### src/rtl/vga_timing_pkg.sv
// Raster timing defaults and the shared decode helpers.
// Latency: n/a (constants and pure functions only).
// Backpressure: n/a.
package vga_timing_pkg;

    // Counter width shared by both axes; the totals must fit in it.
    localparam int CNT_W    = 10;

    // 640x480@60 Hz with a 25 MHz pixel clock.
    localparam int H_ACTIVE = 640;
    localparam int H_FP     = 16;
    localparam int H_SYNC   = 96;
    localparam int H_BP     = 48;
    localparam int H_TOTAL  = H_ACTIVE + H_FP + H_SYNC + H_BP;

    localparam int V_ACTIVE = 480;
    localparam int V_FP     = 10;
    localparam int V_SYNC   = 2;
    localparam int V_BP     = 33;
    localparam int V_TOTAL  = V_ACTIVE + V_FP + V_SYNC + V_BP;

    // True while cnt lies in the sync pulse window [start, start+width).
    function automatic logic sync_active(input logic [CNT_W-1:0] cnt,
                                         input int start, input int width);
        return (int'(cnt) >= start) && (int'(cnt) < start + width);
    endfunction

    // True while cnt lies in the visible region [0, limit).
    function automatic logic in_active(input logic [CNT_W-1:0] cnt, input int limit);
        return int'(cnt) < limit;
    endfunction

endpackage

### src/rtl/vga_axis_counter.sv
// One raster axis: wrapping position counter plus combinational active/sync decode of it.
// Latency: decode outputs are combinational from the registered count; wrap is combinational.
// Backpressure: none; advances whenever inc is high.
module vga_axis_counter
    import vga_timing_pkg::*;
#(
    parameter int TOTAL  = H_TOTAL,
    parameter int ACTIVE = H_ACTIVE,
    parameter int FP     = H_FP,
    parameter int SYNC   = H_SYNC
) (
    input  logic             vga_clk,
    input  logic             reset,
    input  logic             inc,
    output logic [CNT_W-1:0] cnt,
    output logic             wrap,
    output logic             active,
    output logic             sync_n
);

    localparam logic [CNT_W-1:0] LAST = CNT_W'(TOTAL - 1);

    // A total that does not fit the counter would silently alias positions.
    if ((TOTAL > (1 << CNT_W)) || (TOTAL < 2)) begin : g_bad_total
        $error("vga_axis_counter: TOTAL=%0d does not fit a %0d-bit counter", TOTAL, CNT_W);
    end

    logic [CNT_W-1:0] cnt_q;
    logic [CNT_W-1:0] cnt_d;

    // Next count: hold unless inc; at the last position wrap to zero and flag it.
    always_comb begin
        wrap  = inc && (cnt_q == LAST);
        cnt_d = cnt_q;
        if (inc) begin
            cnt_d = wrap ? '0 : cnt_q + 1'b1;
        end
    end

    // Position register.
    always_ff @(posedge vga_clk or posedge reset) begin
        if (reset) begin
            cnt_q <= '0;
        end else begin
            cnt_q <= cnt_d;
        end
    end

    assign cnt    = cnt_q;
    assign active = in_active(cnt_q, ACTIVE);
    assign sync_n = !sync_active(cnt_q, ACTIVE + FP, SYNC);

endmodule

### src/rtl/vga_timing_gen.sv
// Free-running VGA raster source: coordinates, syncs, blank and frame/line markers.
// Latency: every output is registered from the counters, so all outputs are mutually aligned.
// Backpressure: none; the raster never stalls.
module vga_timing_gen
    import vga_timing_pkg::CNT_W;
#(
    parameter int H_ACTIVE = vga_timing_pkg::H_ACTIVE,
    parameter int H_FP     = vga_timing_pkg::H_FP,
    parameter int H_SYNC   = vga_timing_pkg::H_SYNC,
    parameter int H_BP     = vga_timing_pkg::H_BP,
    parameter int V_ACTIVE = vga_timing_pkg::V_ACTIVE,
    parameter int V_FP     = vga_timing_pkg::V_FP,
    parameter int V_SYNC   = vga_timing_pkg::V_SYNC,
    parameter int V_BP     = vga_timing_pkg::V_BP,
    parameter int FCNT_W   = 8
) (
    input  logic              vga_clk,
    input  logic              reset,
    output logic              hs,
    output logic              vs,
    output logic              blank,
    output logic              sync,
    output logic [CNT_W-1:0]  DrawX,
    output logic [CNT_W-1:0]  DrawY,
    output logic              line_start,
    output logic              frame_start,
    output logic [FCNT_W-1:0] frame_count
);

    localparam int H_TOTAL = H_ACTIVE + H_FP + H_SYNC + H_BP;
    localparam int V_TOTAL = V_ACTIVE + V_FP + V_SYNC + V_BP;

    // The counters run one position ahead of DrawX/DrawY: their value is the
    // pixel presented after the next edge, so decoding them and registering
    // gives flags with zero skew against the coordinates.
    logic [CNT_W-1:0] h_cnt, v_cnt;
    logic             h_wrap, h_active, h_sync_n;
    logic             v_wrap, v_active, v_sync_n;

    vga_axis_counter #(
        .TOTAL  (H_TOTAL),
        .ACTIVE (H_ACTIVE),
        .FP     (H_FP),
        .SYNC   (H_SYNC)
    ) u_h_axis (
        .vga_clk (vga_clk),
        .reset   (reset),
        .inc     (1'b1),
        .cnt     (h_cnt),
        .wrap    (h_wrap),
        .active  (h_active),
        .sync_n  (h_sync_n)
    );

    vga_axis_counter #(
        .TOTAL  (V_TOTAL),
        .ACTIVE (V_ACTIVE),
        .FP     (V_FP),
        .SYNC   (V_SYNC)
    ) u_v_axis (
        .vga_clk (vga_clk),
        .reset   (reset),
        .inc     (h_wrap),
        .cnt     (v_cnt),
        .wrap    (v_wrap),
        .active  (v_active),
        .sync_n  (v_sync_n)
    );

    logic              hs_q, hs_d;
    logic              vs_q, vs_d;
    logic              blank_q, blank_d;
    logic              line_start_q, line_start_d;
    logic              frame_start_q, frame_start_d;
    logic [CNT_W-1:0]  draw_x_q, draw_x_d;
    logic [CNT_W-1:0]  draw_y_q, draw_y_d;
    logic [FCNT_W-1:0] frame_count_q, frame_count_d;

    // Decode the upcoming position; frame_count advances only on the end-of-frame wrap.
    always_comb begin
        draw_x_d      = h_cnt;
        draw_y_d      = v_cnt;
        hs_d          = h_sync_n;
        vs_d          = v_sync_n;
        blank_d       = h_active && v_active;
        line_start_d  = (h_cnt == '0);
        frame_start_d = (h_cnt == '0) && (v_cnt == '0);
        frame_count_d = frame_count_q;
        if (v_wrap) begin
            frame_count_d = frame_count_q + FCNT_W'(1);
        end
    end

    // Output registers; reset puts the pins in their idle (no-sync, blanked) state.
    always_ff @(posedge vga_clk or posedge reset) begin
        if (reset) begin
            draw_x_q      <= '0;
            draw_y_q      <= '0;
            hs_q          <= 1'b1;
            vs_q          <= 1'b1;
            blank_q       <= 1'b0;
            line_start_q  <= 1'b0;
            frame_start_q <= 1'b0;
            frame_count_q <= '0;
        end else begin
            draw_x_q      <= draw_x_d;
            draw_y_q      <= draw_y_d;
            hs_q          <= hs_d;
            vs_q          <= vs_d;
            blank_q       <= blank_d;
            line_start_q  <= line_start_d;
            frame_start_q <= frame_start_d;
            frame_count_q <= frame_count_d;
        end
    end

    assign DrawX       = draw_x_q;
    assign DrawY       = draw_y_q;
    assign hs          = hs_q;
    assign vs          = vs_q;
    assign blank       = blank_q;
    assign sync        = 1'b0;
    assign line_start  = line_start_q;
    assign frame_start = frame_start_q;
    assign frame_count = frame_count_q;

endmodule

### config.mk
export PLATFORM = sky130hd
export DESIGN_NAME = vga_timing_gen
export DESIGN_NICKNAME = d
export VERILOG_FILES = /design/src/rtl/vga_timing_pkg.sv /design/src/rtl/vga_axis_counter.sv /design/src/rtl/vga_timing_gen.sv
export SDC_FILE = /design/constraint.sdc
export NUM_CORES = 1
export LEC_CHECK = 0
export BUFFER_PORTS_ARGS = -buffer_cell sky130_fd_sc_hd__buf_2
export CORE_MARGIN = 2
export CORE_UTILIZATION = 35
export CTS_CLUSTER_SIZE = 24
export DETAILED_ROUTE_END_ITERATION = 8
export PLACE_DENSITY = 0.61
export SYNTH_ARGS = -nofsm -noshare
export SYNTH_HDL_FRONTEND = slang
export SYNTH_HIERARCHICAL = 1
export SYNTH_SLANG_ARGS = --single-unit
export TNS_END_PERCENT = 1
### constraint.sdc
create_clock -name vga_clk -period 7.4 [get_ports vga_clk]
set_input_delay 0.74 -clock vga_clk [delete_from_list [all_inputs] [get_ports vga_clk]]
set_output_delay 0.74 -clock vga_clk [all_outputs]
set_load 0.01 [all_outputs]
Yosys cells after proc, flatten, opt, wreduce, memory -nomap -nowiden:

Cells that the tools add are included.

* reduce and logical (&&, ||, !) cells: 9
* muxes and demuxes: 2
* magnitude comparators: 6
* add/sub/neg operators: 3
* eq/ne operators: 2

Operators with widths (number)
* 10-bit by 1-bit adder with 10-bit output (second input constant): 2
* 10-bit equality test (second input constant): 2
* 10-bit zero test: 2
* 10-bit < comparator (second input constant): 2
* 10-bit by 9-bit < comparator with 1-bit output (second input constant): 2
* 10-bit two-way mux: 2
* 10-bit greater-or-equal comparator (second input constant): 1
* 10-bit by 9-bit greater-or-equal comparator with 1-bit output (second input constant): 1
* 8-bit by 1-bit adder with 8-bit output (second input constant): 1
* 1-bit logical AND: 5
* 1-bit zero test: 2

* output and inout bits: 34
* input bits: 2
* flip-flop bits (word level): 53
* word-level logic and storage cells: 32

Longest topological paths before layout:

* depth in word-level cells: 3
* gate-level depth with buffers: 9
* depth with buffers taken out: 8

By module:

Netlist, hierarchy kept.

Modules (own cells, without submodules)
* vga_timing_gen: instances 1, cells each 63, area each 1048.5 µm²
* vga_axis_counter at u_h_axis: instances 1, cells each 62, area each 596.8 µm²
* vga_axis_counter at u_v_axis: instances 1, cells each 53, area each 563.0 µm²

Worst setup path before layout:

OpenSTA, ideal clock, no wires.

* kind: flip-flop to flip-flop
* start: register u_h_axis.cnt_q[0], in the netlist u_h_axis/cnt[0]
* end: register frame_count_q[7], in the netlist frame_count[7]
* path slack: 5.068 ns
* data required time: 7.321 ns
* clock period less this slack: 2.332 ns
* data arrival time: 2.252 ns
* buffers on the path: 1
* stages on the path, launching flop included: 10
* cells stage by stage: dfrtp_1 ha_1 and4_2 and4_1 buf_2 nand3_4 nor3_4 nand4_1 nor3_1 xor2_1

* cells in the longest elaborated chain, start to end: 2

RTL lines
* start: declaration: line vga_axis_counter.sv:28 `logic [CNT_W-1:0] cnt_q;`
* start signal: assignment: line vga_axis_counter.sv:45 `cnt_q <= cnt_d;`
* 10-bit equality test: line vga_axis_counter.sv:33 `wrap = inc && (cnt_q == LAST);`
* net h_wrap: line vga_timing_gen.sv:37 `logic h_wrap, h_active, h_sync_n;`
* 1-bit logical AND: line vga_axis_counter.sv:33
* net v_wrap: line vga_timing_gen.sv:38 `logic v_wrap, v_active, v_sync_n;`
* end signal: assignment: line vga_timing_gen.sv:113 `frame_count_q <= frame_count_d;`
* end: declaration: line vga_timing_gen.sv:77 `logic [FCNT_W-1:0] frame_count_q, frame_count_d;`

The timed path passes the listed nets, and every way through them passes these cells.
A chain may end at the register's enable or synchronous reset.

Worst setup path after layout:

Ends and elaborated chain as after synthesis.

==> flow_summary.ini <==
[run_status]
outcome = finished, final reports clean

[pwr]
max-vdd-ir-drop_mv = 0.101
design_power_total_uw = 569
p_per_area_mw_per_mm2 = 226
leakage_nw = 1.23

[sta]
finalSetupTns_ns = 0
skew_ns = 0.00359
rsz0062_at_grt = no
timing.fmax_ghz = 0.365
final.setup.worst_slack_ns = 4.66
fin_crit_sh_pct = 37.0
fin_crit_ns = 2.74
hold_slack_ns = 0.437
maxSlewViolCount = 0
hold_viol = 0
setup_viol_count_final = 0

[place]
dp_cells = 281
gp_congestion = 0.749
post_dp_cell_area_mm2 = 0.00244
port_buffers = 34
dp_slack_ns = 4.66
place.detailed.hpwl_um = 2720

[setup_path]
crit_chain = ha_1 -> and4_2 -> and4_1 -> nand3_4 -> nor3_4 -> nand4_1 -> nor3_1 -> xor2_1
cp.depth = 8
critPathBufInv = 0
r2r_cells = 8
startpoint_type = flip-flop
slowest_stage = and4_1
crit_required_ns = 7.63
worstPathArrival_ns = 2.97
crit_fanout = 12
cpLargestDelayFamily = simple AND/OR/NAND/NOR gates
endpoint_kind = flip-flop
cpPeakStageDelay_ns = 0.48
critPathKind = reg2reg
ff2ff_setup_slack_ns = 4.66

[logic_synthesis]
yosysWarnings = 6
netlist.area_leader.share_pct = 57.8
yosysMostFrequentCell = dfrtp_1
synthArstFlopShare_pct = 100
ys_top_cells_by_area = dfrtp_1 (58%), xnor2_1 (3.6%), xor2_1 (3.2%)
synth_cell_type_count = 46
ys_seq_elements = 53
synth-edff-count = 0
yosysSeqAreaShare_pct = 60.2
ys.flop_type = dfrtp_1
syn_inst = 178
syn-num-nets = 185
synth_top_area_cell = dfrtp_1
syn_area_mm2 = 0.00221
synth_common_cells = dfrtp_1 (51), nand2_1 (14), xnor2_1 (9), xor2_1 (8)
avgSynthCellArea_um2 = 12.4

[clocking]
cts_resized = 0
clock_path_buffers = 2
root_buffer = clkbuf_8
clk_pin_slew_worst_paths_ns = 0.09
cts_setup_buffers = 0
clkLatencyLatePin_ns = 0.29
numCtsBuffers = 5
ctsHoldBuffers = 0
tritoncts = done
clock-sinks = 53
ctsHtreeMaxLevel = 2

[route]
firstDrtPassIters = 4
vias = 1441
drt_iter0_drc = 56
viasPerCell = 4.99
drc = 0
postRouteAntennaNets = 0
avgRoutedWirePerCell_um = 13.5
routed_wl_um = 3910

[flow_run]
drv_cap = 0

[grt]
grt_pass1_vias = 1349
grt_overflow = 0
antenna_found_initial = 0
grt_usage_pct = 11.8
grt_max_degree = 34
grt_pass1_wl_um = 6680

[final_layout]
area_growth_pct = 14.1
drive_above_1_share_pct = 27.6
num_antenna_cells = 0
final_nets = 220
final_area_mm2 = 0.00252
fin_cells = 289
final_util_pct = 41.8

[floorplan]
start_util_pct = 36.6
rows = 28
die_x_um = 83.4
die_y_um = 83.4
core_area_mm2 = 0.00603
die-area_mm2 = 0.00696
io_pins = 36

[min_path]
hp-class = in2async
-- routing by layer --
metal  up-vias  share of wire, %  global-route usage [%]
met4         0               1.3                    3.52
met3         4               5.0                    3.38
met1       706                48                    16.3
met2        32                46                    18.2
li1        699                 -                       -
met5         -                 0                       0
-- layout by cell type (no fill, tap or decap), types with 3 or more instances in the layout --
cell type   n
dfrtp_1    51
buf_2      34
nand2_1    14
xnor2_1     9
xor2_1      8
nand4_1     7
inv_1       7
nand3_1     7
nor3_1      5
nor2_1      5
ha_1        5
clkbuf_8    5
o21ai_0     5
and3_1      4
or4_1       4
or4_4       3
-- kinds of logic (layout without fill, tap and decap cells) --
group,count (synthesis),in the layout,synth area share (%)
compound gates,17,17,5.33
other cells,2,2,0.340
xor+xnor,17,17,6.74
mux,2,2,0.963
simple gates,68,68,20.5
flops,53,53,60.2
fa+ha+maj,5,5,2.83
buf+inv,14,50,3.12
-- worst paths after layout --
check / start / endpoint
hold / removal: reset / u_v_axis/cnt[1]$_DFFE_PP0P_
setup / recovery: u_h_axis/cnt[0]$_DFFE_PP0P_ / frame_count[7]$_DFFE_PP0P_
min in group vga_clk: frame_count[7]$_DFFE_PP0P_ / frame_count[7]$_DFFE_PP0P_
max in group asynchronous: reset / vs$_DFF_PP1_
hold reg to reg: frame_count[7]$_DFFE_PP0P_ / frame_count[7]$_DFFE_PP0P_
setup reg to reg: u_h_axis/cnt[0]$_DFFE_PP0P_ / frame_count[7]$_DFFE_PP0P_
-- final cells by class --
cell class	count	area [um^2]
Timing Repair Buffer	35	178
Clock buffer	6	72.6
Inverter	7	26.3
Tap cell	75	93.8
Clock inverter	2	10.0
Multi-Input combinational cell	111	811
Fill cell	564	3510
Sequential cell	53	1330
-- worst reg2reg max path, delay by kind of cell (launching register included) --
| kind | cells | cell delay [ns] |
|---|---|---|
| adders and majority gates | 1 | 0.22 |
| xor gates and xnor gates | 1 | 0.16 |
| DFF | 1 | 0.45 |
| and+or+nand+nor | 6 | 1.85 |
-- report_power, final --
group | switching [mW] | internal [mW] | total (mW)
combinational | 0.0377 | 0.0307 | 0.0685
clock | 0.0864 | 0.0657 | 0.152
sequential | 0.0320 | 0.316 | 0.348
total | 0.156 | 0.413 | 0.569
-- state kept, by name (all words and copies together), names as in the netlist, 8 cells and up --
| register | count |
|---|---|
| DrawX | 10 |
| frame_count | 8 |
| DrawY | 10 |
| u_v_axis/cnt | 10 |
| u_h_axis/cnt | 10 |
No activity file was read; power rests on OpenSTA's default activity.
